--- src/rtl/mips_pkg.sv ---
// Shared MIPS definitions for the fetch/issue stage and its neighbours.
// Contents: opcode constants, fetch FSM state type, default reset PC.
package mips_pkg;

  localparam int          WIDTH_DEF    = 32;
  localparam logic [31:0] RESET_PC_DEF = 32'h0000_0000;

  // Primary opcodes (IR[31:26])
  localparam logic [5:0] OP_RTYPE = 6'b000000;
  localparam logic [5:0] OP_LW    = 6'b100011;
  localparam logic [5:0] OP_SW    = 6'b101011;
  localparam logic [5:0] OP_BEQ   = 6'b000100;
  localparam logic [5:0] OP_ADDI  = 6'b001000;
  localparam logic [5:0] OP_J     = 6'b000010;

  typedef enum logic {
    S_FETCH = 1'b0,
    S_ISSUE = 1'b1
  } fetch_state_t;

endpackage

--- src/rtl/next_pc_calc.sv ---
// Combinational next-PC selection for the fetch unit.
// Ports:
//   pc_plus4_i  - address of the instruction after the current one
//   imm_i       - 16-bit branch offset (in words, sign-extended)
//   jaddr_i     - 26-bit jump target field
//   jump_i      - jump request, highest priority
//   branch_i    - branch instruction indicator
//   zero_i      - ULA zero flag (branch condition)
//   next_pc_o   - selected next PC
module next_pc_calc #(
  parameter int WIDTH = 32
) (
  input  logic [WIDTH-1:0] pc_plus4_i,
  input  logic [15:0]      imm_i,
  input  logic [25:0]      jaddr_i,
  input  logic             jump_i,
  input  logic             branch_i,
  input  logic             zero_i,
  output logic [WIDTH-1:0] next_pc_o
);

  logic [WIDTH-1:0] br_off;
  logic [WIDTH-1:0] br_target;
  logic [WIDTH-1:0] j_target;

  // Word offset -> byte offset; the add wraps modulo 2^WIDTH.
  assign br_off    = {{(WIDTH-18){imm_i[15]}}, imm_i, 2'b00};
  assign br_target = pc_plus4_i + br_off;
  // Jump stays within the 256 MB region of the delay-free successor.
  assign j_target  = {pc_plus4_i[WIDTH-1:28], jaddr_i, 2'b00};

  always_comb begin
    next_pc_o = pc_plus4_i;
    if (jump_i) begin
      next_pc_o = j_target;
    end else if (branch_i && zero_i) begin
      next_pc_o = br_target;
    end
  end

endmodule

--- src/rtl/instr_fetch_unit.sv ---
// Multi-cycle instruction fetch/issue stage: owns the PC and instruction
// register, presents decode fields and selects the next PC after execution.
// Ports:
//   clk, rst_n                 - clock, asynchronous active-low reset
//   imem_req/addr/ready/rdata  - instruction memory read handshake
//   instr_valid                - IR holds an instruction awaiting execution
//   OP, Funct, rs, rt, rd,
//   imm, jaddr                 - fields sliced straight from IR
//   pc, pc_plus4               - address of the IR instruction and its successor
//   exec_done, Jump, Branch,
//   Zero                       - completion and control-flow inputs from datapath
module instr_fetch_unit
  import mips_pkg::*;
#(
  parameter int          WIDTH    = WIDTH_DEF,
  parameter logic [31:0] RESET_PC = RESET_PC_DEF
) (
  input  logic             clk,
  input  logic             rst_n,
  output logic             imem_req,
  output logic [WIDTH-1:0] imem_addr,
  input  logic             imem_ready,
  input  logic [31:0]      imem_rdata,
  output logic             instr_valid,
  output logic [5:0]       OP,
  output logic [5:0]       Funct,
  output logic [4:0]       rs,
  output logic [4:0]       rt,
  output logic [4:0]       rd,
  output logic [15:0]      imm,
  output logic [25:0]      jaddr,
  output logic [WIDTH-1:0] pc,
  output logic [WIDTH-1:0] pc_plus4,
  input  logic             exec_done,
  input  logic             Jump,
  input  logic             Branch,
  input  logic             Zero
);

  localparam logic [WIDTH-1:0] RESET_PC_W = WIDTH'(RESET_PC);

  fetch_state_t     state_q, state_d;
  logic [WIDTH-1:0] pc_q, pc_d;
  logic [31:0]      ir_q, ir_d;
  logic [WIDTH-1:0] next_pc;

  always_ff @(posedge clk or negedge rst_n) begin
    if (!rst_n) begin
      state_q <= S_FETCH;
      pc_q    <= {RESET_PC_W[WIDTH-1:2], 2'b00};
      ir_q    <= 32'h0000_0000;
    end else begin
      state_q <= state_d;
      pc_q    <= {pc_d[WIDTH-1:2], 2'b00};
      ir_q    <= ir_d;
    end
  end

  always_comb begin
    state_d = state_q;
    pc_d    = pc_q;
    ir_d    = ir_q;
    case (state_q)
      S_FETCH: begin
        if (imem_ready) begin
          ir_d    = imem_rdata;
          state_d = S_ISSUE;
        end
      end
      S_ISSUE: begin
        // Control-flow inputs only matter on the completing cycle.
        if (exec_done) begin
          pc_d    = next_pc;
          state_d = S_FETCH;
        end
      end
    endcase
  end

  next_pc_calc #(.WIDTH(WIDTH)) u_next_pc (
    .pc_plus4_i (pc_plus4),
    .imm_i      (imm),
    .jaddr_i    (jaddr),
    .jump_i     (Jump),
    .branch_i   (Branch),
    .zero_i     (Zero),
    .next_pc_o  (next_pc)
  );

  // The state register already sits in S_FETCH during reset, so the request
  // is additionally gated by rst_n to stay quiet until release.
  assign imem_req    = rst_n && (state_q == S_FETCH);
  assign instr_valid = (state_q == S_ISSUE);
  assign imem_addr   = pc_q;
  assign pc          = pc_q;
  assign pc_plus4    = pc_q + WIDTH'(4);

  assign OP    = ir_q[31:26];
  assign rs    = ir_q[25:21];
  assign rt    = ir_q[20:16];
  assign rd    = ir_q[15:11];
  assign Funct = ir_q[5:0];
  assign imm   = ir_q[15:0];
  assign jaddr = ir_q[25:0];

endmodule
--- config.mk ---
export PLATFORM = sky130hd
export DESIGN_NAME = instr_fetch_unit
export DESIGN_NICKNAME = d
export VERILOG_FILES = /design/src/rtl/mips_pkg.sv /design/src/rtl/next_pc_calc.sv /design/src/rtl/instr_fetch_unit.sv
export SDC_FILE = /design/constraint.sdc
export NUM_CORES = 1
export LEC_CHECK = 0
export ABC_AREA = 1
export BUFFER_PORTS_ARGS = -buffer_cell sky130_fd_sc_hd__buf_2
export CORE_AREA = 5 5 140 142
export DETAILED_ROUTE_END_ITERATION = 10
export DIE_AREA = 0 0 145 147
export GPL_ROUTABILITY_DRIVEN = 0
export PLACE_DENSITY = 0.68
export SETUP_SLACK_MARGIN = 0.2
export SKIP_CTS_REPAIR_TIMING = 1
export SLEW_MARGIN = 20
export SYNTH_ARGS = -nofsm -noshare
export SYNTH_HDL_FRONTEND = slang
export SYNTH_SLANG_ARGS = --single-unit
--- constraint.sdc ---
create_clock -name clk -period 8.5 [get_ports clk]
set_clock_uncertainty 0.05 [all_clocks]
set_input_delay 0 -clock clk [delete_from_list [all_inputs] [get_ports clk]]
set_output_delay 0 -clock clk [all_outputs]
set_load 0.005 [all_outputs]
==> run_results.csv <==
group,metric,value,unit
run_status,status,"completed",
floorplanning,ios,206,
worst_hold_path,hold_path_class,"in2reg",
grt,grt_pass1_wl,33900,µm
clock_tree,cts-root-buf,"clkbuf_16",
timing,maxSlewViolCount,0,
finish,antenna_cells,0,
worst_hold_path,holdPathEnd,"imem_addr[5]",
grt,grt_overflow,0,
logic_synthesis,ys_seq_elements,63,
route,num_vias,6737,
timing,rsz0062_at_grt,"false",
finish,final_area,7610,µm²
critical_path,crit-reg2reg-launch,"imem_addr[2]",
timing,slew_headroom,0.333,
timing,fmax,282,MHz
grt,first_global_vias,6246,
logic_synthesis,async_reset_ff_frac,1.00,
power_and_ir_drop,power_frac_comb,0.623,
placement,dpl.hpwl,17500,µm
route,wl_per_cell,17.2,µm
timing,setup_slack,4.95,ns
logic_synthesis,synth_top_family_by_area,"simple AND/OR/NAND/NOR gates",
flow_run,cap_viol_max_count,0,
route,drc_errors,0,
power_and_ir_drop,clock_power_share,0.157,
logic_synthesis,synth_commonest_cells,"nand2_1 (220), inv_1 (116), nor2_1 (81), buf_4 (73)",
critical_path,cp-start-kind,"register",
floorplanning,die_area,21300,µm²
logic_synthesis,synth_edf_count,0,
floorplanning,rows,50,
worst_hold_path,min-delay-start,"Zero",
clock_tree,cts_buffer_depth,2,
critical_path,path_max_fanout,7,
logic_synthesis,synth_most_common_cell,"nand2_1",
logic_synthesis,synthTopCellsByArea,"dfrtp_1 (25%), nand2_1 (13%), buf_4 (8.8%)",
timing,tns,0,ns
critical_path,critPathCaptureType,"register",
route,drtAntennaViolNets,0,
power_and_ir_drop,max-vdd-ir-drop,0.000123,V
power_and_ir_drop,p_leak,4.00,nW
clock_tree,cts_tree,"yes",
power_and_ir_drop,power_density,327,nW/µm²
logic_synthesis,synth.area.mux_share,0.0487,
clock_tree,clk_latency,0.34,ns
logic_synthesis,synth-compound-area-share,0.125,
floorplanning,core-area,18300,µm²
finish,fin_nets,1160,
clock_tree,cts_inserted_buffers,9,
critical_path,worstPathArrival,3.68,ns
timing,finalWorstPathRequiredPeriod,3.55,ns
placement,placed_area,6970,µm²
power_and_ir_drop,power_switching,1.27,mW
logic_synthesis,yosys.area_share.simple,0.293,
clock_tree,cts.sinks,63,
logic_synthesis,synth_top_area_cell,"dfrtp_1",
placement,numPortBuffers,199,
finish,area_delta_synth_final,22.0,%
route,wirelength,22700,µm
floorplanning,initial_core_util,0.341,
logic_synthesis,syn_avg_cell_area,6.78,µm²
logic_synthesis,synth_area,6240,µm²
critical_path,required,8.64,ns
timing,hold_viol_final,0,
route,drt_first_pass_iters,6,
floorplanning,fp.dieW,145,µm
power_and_ir_drop,sw_frac_of_total,0.510,
timing,tightest_slew,1.00,ns
route,drt_iter0_drc,640,
worst_hold_path,min_path_cells,4,
logic_synthesis,synth_top_cell_area_share,0.253,
finish,fill_cells,1875,
timing,timing.final.crit_share,0.417,
timing,setup_viol,0,
grt,grt_use_total,0.197,
logic_synthesis,synth_adder_area_share,0.0754,
power_and_ir_drop,seqPwrFrac,0.220,
grt,grt_max_degree,65,
logic_synthesis,yosys_warnings,0,
critical_path,critPathKind,"reg2reg",
clock_tree,cts_max_level,3,
logic_synthesis,synth_xor_area_frac,0.0351,
finish,layout-drive-gt1-share,0.248,
critical_path,reg2reg_depth,18,
route,viasPerCell,5.09,
logic_synthesis,synthFlopType,"dfrtp_1",
logic_synthesis,synth.distinct_cells,46,
critical_path,r2r_end,"imem_addr[26]",
finish,finalCoreUtilization,0.415,
grt,antenna_found_initial,0,
power_and_ir_drop,p_int,1.22,mW
logic_synthesis,synthCells,921,
logic_synthesis,yosysSeqAreaShare,0.253,
clock_tree,path_clk_slew,0.06,ns
placement,place_ws,5.07,ns
critical_path,r2r_setup_slack,4.95,ns
floorplanning,dieHeight,147,µm
==> power groups by stage <==
stage	Clock [mW]	Combinational, mW	Sequential (mW)
detailed placement	0	1.51	0.548
finish	0.391	1.55	0.548
CTS	0.399	1.52	0.544
floorplan	0	1.09	0.515
global route	0.406	1.72	0.566
global placement	0	1.50	0.544
==> worst max-delay path by stage <==
stage                            start       endpoint  slack [ns]  cells after the start
after floorplan           imem_addr[2]  imem_addr[30]        5.53                     21
after detailed placement  imem_addr[2]  imem_addr[26]        5.07                     18
after global routing      imem_addr[2]  imem_addr[26]        4.61                     18
after CTS                 imem_addr[2]  imem_addr[26]        5.02                     18
final                     imem_addr[2]  imem_addr[26]        4.95                     18
after global placement    imem_addr[2]  imem_addr[29]        5.13                     18
==> per-layer routing <==
metal | up-vias | routed length [µm] | global-route usage
met3 | 51 | 1870 | 0.0336
met2 | 323 | 10700 | 0.326
met5 | - | 0 | 0
li1 | 3253 | - | -
met4 | 0 | 802 | 0.0786
met1 | 3110 | 9320 | 0.257
==> through the flow <==
stage / hold slack, ns / power, mW / instances
finish: 0.165 / 2.49 / 1323
global route: 0.165 / 2.70 / 1323
CTS: -0.170 / 2.47 / 1289
detailed placement: 0.185 / 2.06 / 1273
global placement: 0.185 / 2.05 / 1273
floorplan: -0.346 / 1.60 / 926
==> flip-flops by register name, summed over array words and instances, names as in the netlist <==
register     flops
instr_valid      1
imem_addr       30
ir_q            32
==> cell type report <==
cell class,instances,area (µm²),share of cell area
multi-input cells,654,3620,0.476
flip-flops and latches,63,1580,0.207
repair buffers,237,1370,0.179
inverters,119,447,0.0587
well taps,234,293,0.0384
clock buffers,11,253,0.0332
clock inverters,5,56.3,0.00739
==> layout by cell type (no fill, tap or decap), types with 34 or more instances in the layout <==
cell | synthesis | routed
dlygate4sd3_1 | 0 | 34
dfrtp_1 | 63 | 63
a21oi_1 | 63 | 63
nand2_1 | 220 | 219
nand3_1 | 61 | 61
buf_2 | 1 | 199
inv_1 | 116 | 116
nor2_1 | 81 | 81
o21ai_0 | 38 | 38
ha_1 | 36 | 36
==> worst max-delay path, stage by stage (launching register included) <==
cell,delay (ns)
dfrtp_1,0.44
ha_1,0.27
nand4_2,0.20
nor2_1,0.14
nand2_1,0.12
nor2_2,0.18
nand2_1,0.10
xor2_1,0.18
inv_1,0.09
ha_1,0.35
nand2_1,0.16
inv_1,0.10
nand3_1,0.15
nor3_1,0.30
o21ai_0,0.22
nand4_1,0.13
nand3_1,0.09
nand2_1,0.07
o21ai_1,0.06
==> logic make-up (layout without fill, tap and decap cells) <==
| group | Yosys count | count (layout) |
|---|---|---|
| compound gates | 140 | 140 |
| xor+xnor | 25 | 25 |
| fa+ha+maj | 37 | 37 |
| buf+inv | 209 | 372 |
| flops | 63 | 63 |
| mux | 27 | 27 |
| other cells | 1 | 6 |
| simple gates | 419 | 419 |
Power figures use the tool's default switching activity.
